$ cat src/rtl/board_ram_ctrl.sv
// rtl/board_ram_ctrl.sv - board state RAM controller: clear sequencing, stone placement, colour counters
//
// Purpose: owns an external NxN cell-state RAM (sync write, comb read). Clears
// the board after reset or on request, validates and writes stone placements,
// keeps per-colour stone counts and shares the RAM read port with a display.
//
// Ports:
//   clk, rst                      clock, asynchronous active-high reset
//   clear_req                     one-cycle request to empty the board
//   place_valid/place_ready       placement handshake
//   place_x, place_y, place_color placement column, row and colour
//   resp_valid, resp_code         result pulse and held code (0 OK, 1 OCCUPIED, 2 BAD_COLOR)
//   board_ready, clear_done       board cleared flag and clear-finished pulse
//   black_count, white_count      stones on board per colour
//   disp_addr, disp_stall         display read address and stall flag
//   ram_*                         state RAM write port and read port
module board_ram_ctrl #(
  parameter int DATA_BITS      = 2,
  parameter int EDGE_ADDR_BITS = 3
) (
  input  logic                        clk,
  input  logic                        rst,
  input  logic                        clear_req,
  input  logic                        place_valid,
  output logic                        place_ready,
  input  logic [EDGE_ADDR_BITS-1:0]   place_x,
  input  logic [EDGE_ADDR_BITS-1:0]   place_y,
  input  logic [DATA_BITS-1:0]        place_color,
  output logic                        resp_valid,
  output logic [1:0]                  resp_code,
  output logic                        board_ready,
  output logic                        clear_done,
  output logic [2*EDGE_ADDR_BITS:0]   black_count,
  output logic [2*EDGE_ADDR_BITS:0]   white_count,
  input  logic [2*EDGE_ADDR_BITS-1:0] disp_addr,
  output logic                        disp_stall,
  output logic                        ram_wr_en,
  output logic [2*EDGE_ADDR_BITS-1:0] ram_wr_addr,
  output logic [DATA_BITS-1:0]        ram_wr_data,
  output logic [2*EDGE_ADDR_BITS-1:0] ram_rd_addr,
  input  logic [DATA_BITS-1:0]        ram_rd_data
);

  localparam int AW = 2 * EDGE_ADDR_BITS;
  localparam int CW = AW + 1;
  localparam logic [CW-1:0] CNT_MAX = CW'(1) << AW;

  localparam logic [1:0] RESP_OK        = 2'd0;
  localparam logic [1:0] RESP_OCCUPIED  = 2'd1;
  localparam logic [1:0] RESP_BAD_COLOR = 2'd2;

  localparam logic [DATA_BITS-1:0] COLOR_EMPTY   = DATA_BITS'(0);
  localparam logic [DATA_BITS-1:0] COLOR_BLACK   = DATA_BITS'(1);
  localparam logic [DATA_BITS-1:0] COLOR_WHITE   = DATA_BITS'(2);
  localparam logic [DATA_BITS-1:0] COLOR_INVALID = DATA_BITS'(3);

  typedef enum logic [2:0] {
    INIT_CLEAR,
    IDLE,
    CLEAR,
    CHECK,
    WRITE
  } state_t;

  state_t                 state_q, state_d;
  logic [AW-1:0]          clr_addr;
  logic                   clear_pending;
  logic [EDGE_ADDR_BITS-1:0] cap_x, cap_y;
  logic [DATA_BITS-1:0]   cap_color;

  logic clearing;
  logic bad_color;
  logic occupied;
  logic accept;

  assign clearing  = (state_q == INIT_CLEAR) || (state_q == CLEAR);
  assign bad_color = (cap_color == COLOR_EMPTY) || (cap_color == COLOR_INVALID);
  assign occupied  = (ram_rd_data != COLOR_EMPTY);
  assign accept    = place_valid && place_ready;

  always_comb begin
    state_d     = state_q;
    place_ready = 1'b0;
    disp_stall  = 1'b0;
    ram_rd_addr = disp_addr;
    ram_wr_en   = 1'b0;
    ram_wr_addr = {cap_y, cap_x};
    ram_wr_data = cap_color;
    case (state_q)
      INIT_CLEAR, CLEAR: begin
        ram_wr_en   = 1'b1;
        ram_wr_addr = clr_addr;
        ram_wr_data = COLOR_EMPTY;
        if (&clr_addr) state_d = IDLE;
      end
      IDLE: begin
        place_ready = !clear_req && !clear_pending;
        // Clear requests win over a simultaneous placement.
        if (clear_req || clear_pending) state_d = CLEAR;
        else if (place_valid)           state_d = CHECK;
      end
      CHECK: begin
        // The display loses the read port for this one cycle.
        disp_stall  = 1'b1;
        ram_rd_addr = {cap_y, cap_x};
        if (bad_color || occupied) state_d = IDLE;
        else                       state_d = WRITE;
      end
      WRITE: begin
        ram_wr_en = 1'b1;
        state_d   = IDLE;
      end
      default: state_d = INIT_CLEAR;
    endcase
  end

  always_ff @(posedge clk or posedge rst) begin
    if (rst) begin
      state_q       <= INIT_CLEAR;
      clr_addr      <= '0;
      clear_pending <= 1'b0;
      board_ready   <= 1'b0;
      clear_done    <= 1'b0;
      black_count   <= '0;
      white_count   <= '0;
      resp_valid    <= 1'b0;
      resp_code     <= RESP_OK;
      cap_x         <= '0;
      cap_y         <= '0;
      cap_color     <= '0;
    end else begin
      state_q    <= state_d;
      resp_valid <= 1'b0;
      clear_done <= 1'b0;

      if (clearing) begin
        clr_addr <= clr_addr + AW'(1);
        if (clr_addr == '0) begin
          black_count <= '0;
          white_count <= '0;
          board_ready <= 1'b0;
        end
        if (&clr_addr) begin
          clear_done  <= 1'b1;
          board_ready <= 1'b1;
        end
      end

      // In IDLE any request is consumed directly; elsewhere it is remembered,
      // and repeated requests collapse into the single pending flag.
      if (state_q == IDLE)  clear_pending <= 1'b0;
      else if (clear_req)   clear_pending <= 1'b1;

      if (accept) begin
        cap_x     <= place_x;
        cap_y     <= place_y;
        cap_color <= place_color;
      end

      if (state_q == CHECK) begin
        if (bad_color) begin
          resp_valid <= 1'b1;
          resp_code  <= RESP_BAD_COLOR;
        end else if (occupied) begin
          resp_valid <= 1'b1;
          resp_code  <= RESP_OCCUPIED;
        end
      end

      if (state_q == WRITE) begin
        resp_valid <= 1'b1;
        resp_code  <= RESP_OK;
        if (cap_color == COLOR_BLACK && black_count != CNT_MAX)
          black_count <= black_count + CW'(1);
        if (cap_color == COLOR_WHITE && white_count != CNT_MAX)
          white_count <= white_count + CW'(1);
      end
    end
  end

endmodule

$ cat config.mk
export PLATFORM = sky130hd
export DESIGN_NAME = board_ram_ctrl
export DESIGN_NICKNAME = d
export VERILOG_FILES = /design/src/rtl/board_ram_ctrl.sv
export SDC_FILE = /design/constraint.sdc
export NUM_CORES = 1
export LEC_CHECK = 0
export ABC_AREA = 1
export BUFFER_PORTS_ARGS = -buffer_cell sky130_fd_sc_hd__buf_2
export CAP_MARGIN = 5
export CORE_ASPECT_RATIO = 1.75
export CORE_MARGIN = 2
export CORE_UTILIZATION = 56
export CTS_CLUSTER_SIZE = 28
export DETAILED_ROUTE_END_ITERATION = 16
export PLACE_DENSITY_LB_ADDON = 0.05
export SYNTH_ARGS = -nofsm -noshare
export SYNTH_HDL_FRONTEND = slang
export SYNTH_SLANG_ARGS = --single-unit
export TNS_END_PERCENT = 1
$ cat constraint.sdc
create_clock -name clk -period 4.25 [get_ports clk]
set_clock_uncertainty 0.2 [all_clocks]
set_input_delay 0.6375 -clock clk [delete_from_list [all_inputs] [get_ports clk]]
set_output_delay 0.6375 -clock clk [all_outputs]
set_load 0.02 [all_outputs]
; Word-level counts from Yosys, hierarchy flattened
; Index checks and enable logic that the tools add are counted.
; Widths: inputs -> output; s select.
[op_classes]
addsub = 3
n_mul = 0
n_div = 0
order_cmp = 0
eq_ne = 11
n_shift = 0
muxes = 33
n_bitwise = 0
reduce_logical = 24
[ops]
columns = cell, count
row1 = $mux 7, 8
row2 = $add 7x1->7 const B, 2
row3 = $ne 7x7->1 const B, 2
row4 = $mux 1, 13
row5 = $mux 3, 4
row6 = $mux 6, 2
row7 = $pmux 3 s4, 1
row8 = $mux 2, 5
row9 = $reduce_bool 2->1, 4
row10 = $add 6x1->6 const B, 1
row11 = $eq 3x2->1 const B, 2
row12 = $logic_not 6->1, 1
row13 = $reduce_and 2->1, 3
row14 = $reduce_and 6->1, 1
row15 = $eq 2x2->1 const B, 2
row16 = $logic_and 1x1->1, 4
row17 = $logic_or 1x1->1, 4
row18 = $eq 3x1->1 const B, 1
row19 = $eq 3x3->1 const B, 1
row20 = $logic_not 3->1, 1
row21 = $ne 3x3->1 const B, 1
row22 = $reduce_bool 3->1, 1
row23 = $reduce_or 3->1, 1
row24 = $eq 2x1->1 const B, 1
row25 = 4 further kinds, 5
[word_totals]
register_bits = 37
latchBits = 0
ramBits = 0
rom_bits = 0
input_bits = 20
output_inout_bits = 36
mem_count = 0

; Longest topological paths before layout
[depth]
word_depth = 5
depth_mapped = 12
mapped_depth_nobuf = 11

; Worst setup path before layout
; Ideal clock, no wire load.
[synth_timing]
path_type = register to output
from = register state_q[2]
to = output ram_rd_addr[1]
arrival_time_ps = 1563
slack_ps = 1850
path_stages_with_launch = 5
n_path_buf = 1
cell_sequence = dfrtp_1 -> nor3_4 -> inv_2 -> buf_2 -> o21ai_0
[synth_between]
elab_chain_len = 2
[synth_rtl]
columns = item, line_no
row1 = start: declaration, 65  ; state_t state_q, state_d;
row2 = start signal: assignment, 132  ; state_q <= state_d;
row3 = $eq 3x2->1, 89  ; case (state_q)
row4 = $mux 6, 89
row5 = end: declaration, 40  ; output logic [2*EDGE_ADDR_BITS-1:0] ram_rd_addr,
; No other way between the ends.

; Final worst setup path
[layout_timing]
from = register state_q[2]
to = output ram_wr_en
[layout_between]
elab_chain_len = 3
[layout_rtl]
columns = item, line_no
row1 = $eq 3x2->1 (tied with other cells), 89
row2 = $reduce_or 3->1 (no source line) (*), --
row3 = $mux 1 (*), 89
row4 = end: declaration, 37  ; output logic ram_wr_en,
; Every way passes the cells marked *; elsewhere a longest branch is shown, timed or not.

==> reports/qor.yml <==
clk_path_buf_depth: 2
instances_no_fill: 383
antenna_cells_inserted: 0
htree_num_levels: 2
mappedNetlistArea_um2: 2091
timing.fmax_mhz: 364.1
drive_above_1_share_pct: 23.15
route.antenna.remaining_nets: 0
final_max_slew_viol_count: 0
clk_pin_slew_ps: 80
io_pins: 56
core-area_um2: 3592
register_bit_count_reported_by_yosys: 37
die-area_um2: 4258
antenna_found_initial: 0
drt-total-wl_um: 4670
avgSynthCellArea_um2: 7.521
drcViolationCount: 0
max_cap_violations: 0
drt-wirelength-per-cell_um: 12.19
global_route.usage.total_pct: 24.11
synth_enable_flop_cells: 0
sequential_share_of_the_synthesized_area_pct: 44.28
layout_min_cycle_time_ps: 2746
postCtsSetupRepairBufs: 0
nets: 364
clock-sinks: 37
ys_types: 24
die_y_um: 84.83
async_reset_ff_share_pct: 100.0
power_density_nw_per_um2: 488.9
power.static_leakage_nw: 1.420
irDropWorstVdd_uv: 411.5
timing.hold.worst.class: "in -> async"
fin_tns_setup_ps: 0
setup_viol: 0
synth-main-ff-cell: "sky130_fd_sc_hd__dfrtp_1"
clock_insertion_delay_worst_skew_ps: 300
final_hold_viol_count: 0
floorplan.initialDensity_pct: 58.20
dp_cells: 375
numPortBuffers: 55
grt_setup_unrepaired: "false"
placementRows: 29
detailedPlacementHpwl_um: 3520
ctsHoldBuffers: 0
number_of_global_route_vias_before_repair: 1852
critical_path_peak_fanout: 21
filler_cell_count: 309
die_w_um: 50.19
grt_max_degree: 38
grt_first_pass_wirelength_um: 7817
crit_path_start_kind: "flop"
via_count: 1921
worst_slew_margin_relative_to_its_limit_pct: 53.56
timing.critical_path.arrival_ps: 1910
cp-end-kind: "primary output"
gp_routability_congestion: 0.8146
grt_overflow: 0
critical_path_class: "reg -> out"
timing.final.crit_share_pct: 64.62
result_of_the_run: "finished, final reports clean"
yosysWarnings: 0
post_drt_via_cell_ratio: 5.016
numCtsBuffers: 5
syn-num-nets: 306
syn_inst: 278
worst-slew-pin-transition_ps: 695.9
cell_at_the_root_of_the_clock_tree: "sky130_fd_sc_hd__clkbuf_8"
critPathRequiredTime_ps: 3410
areaGrowthSynthToFinish_pct: 20.23
cts_resized: 0
drt_first_pass_iters: 4
totalPowerFinal_mw: 1.229
cts_tree: "built"
first_iter_violations: 21
==> sequential cells by signal (all words and copies together), names as in the netlist <==
name / count
black_count: 7
state_q: 3
cap_color: 2
resp_code: 2
cap_x: 3
resp_valid: 1
white_count: 7
clear_done: 1
clear_pending: 1
board_ready: 1
cap_y: 3
clr_addr: 6
==> kinds of logic after synthesis <==
family | after synthesis | synth area share, %
flops | 37 | 44.28
xor+xnor | 7 | 2.932
fa+ha+maj | 8 | 4.788
compound gates | 36 | 8.738
simple gates | 138 | 29.02
buf+inv | 52 | 10.23
==> through the flow <==
stage	instance area [µm²]	hold slack (ps)	utilization [%]	setup slack, ps
after global placement	2394	290.4	66.63	1876
after floorplan	2091	264.2	-	1850
after CTS	2514	250.7	69.98	1498
after detailed placement	2394	287.1	66.63	1847
after global routing	2514	303.2	69.98	1338
final	2514	234.1	69.98	1504
==> cell usage after synthesis, types with 3 or more instances <==
master	instances	area (µm²)
sky130_fd_sc_hd__buf_2	3	15.01
sky130_fd_sc_hd__xor2_1	6	52.55
sky130_fd_sc_hd__o21ai_0	19	95.09
sky130_fd_sc_hd__o21ai_1	4	20.02
sky130_fd_sc_hd__inv_2	4	15.01
sky130_fd_sc_hd__ha_1	8	100.1
sky130_fd_sc_hd__nand2_1	65	244.0
sky130_fd_sc_hd__a21oi_1	12	60.06
sky130_fd_sc_hd__nor2_1	41	153.9
sky130_fd_sc_hd__dfrtp_1	37	925.9
sky130_fd_sc_hd__nand3_1	14	70.07
sky130_fd_sc_hd__nand4_1	7	43.79
sky130_fd_sc_hd__inv_1	43	161.4
==> final cells by class <==
type                            count  area [µm²]  share of cell area, %
Clock buffer                        6       82.58                  3.285
Multi-Input combinational cell    189       950.9                  37.83
Tap cell                           46       57.56                  2.290
Sequential cell                    37       925.9                  36.83
Clock inverter                      2       37.54                  1.493
Inverter                           47       176.4                  7.018
Timing Repair Buffer               56       282.8                  11.25
==> worst max-delay path, stage by stage, from the launching register on <==
cell	delay [ps]
sky130_fd_sc_hd__dfrtp_1	470
sky130_fd_sc_hd__nor2_2	590
sky130_fd_sc_hd__inv_1	220
sky130_fd_sc_hd__nand2_1	150
sky130_fd_sc_hd__buf_2	180
==> placed cells by master (no fill, tap or decap), drive strengths merged <==
| cell | n |
|---|---|
| nor2 | 44 |
| dfrtp | 37 |
| clkbuf | 6 |
| nor3 | 2 |
| xnor2 | 1 |
| buf | 56 |
| o21ai | 23 |
| inv | 47 |
| bufinv | 1 |
| nand3 | 16 |
| a21oi | 12 |
| o21a | 1 |
| nand2 | 68 |
| xor2 | 6 |
| nand4 | 7 |
| clkinvlp | 1 |
| ha | 8 |
| or2 | 1 |
==> worst paths after layout <==
kind | start | to | slack, ps | cells after the start
worst max register to register | state_q[2] | white_count[3] | 2060 | 8
worst min register to register | board_ready | board_ready | 290 | 2
max in group asynchronous | rst | white_count[1] | 3280 | 3
min in group clk | board_ready | board_ready | 290 | 2
worst max-delay path | state_q[2] | ram_wr_en | 1500 | 4
worst min-delay path | rst | clear_done | 230 | 3
==> per-layer routing <==
layer  global-route usage (%)  wire length (µm)
met5                        0                 0
met4                    12.88               132
met3                    4.049               183
met2                    45.22              2601
met1                    24.21              1752
==> power by group <==
group / total (mW) / internal (mW) / switching (mW)
clock network: 0.325 / 0.191 / 0.134
registers: 0.502 / 0.432 / 0.0691
logic: 0.402 / 0.140 / 0.262
Note: power is estimated with default switching activity, not from simulation.
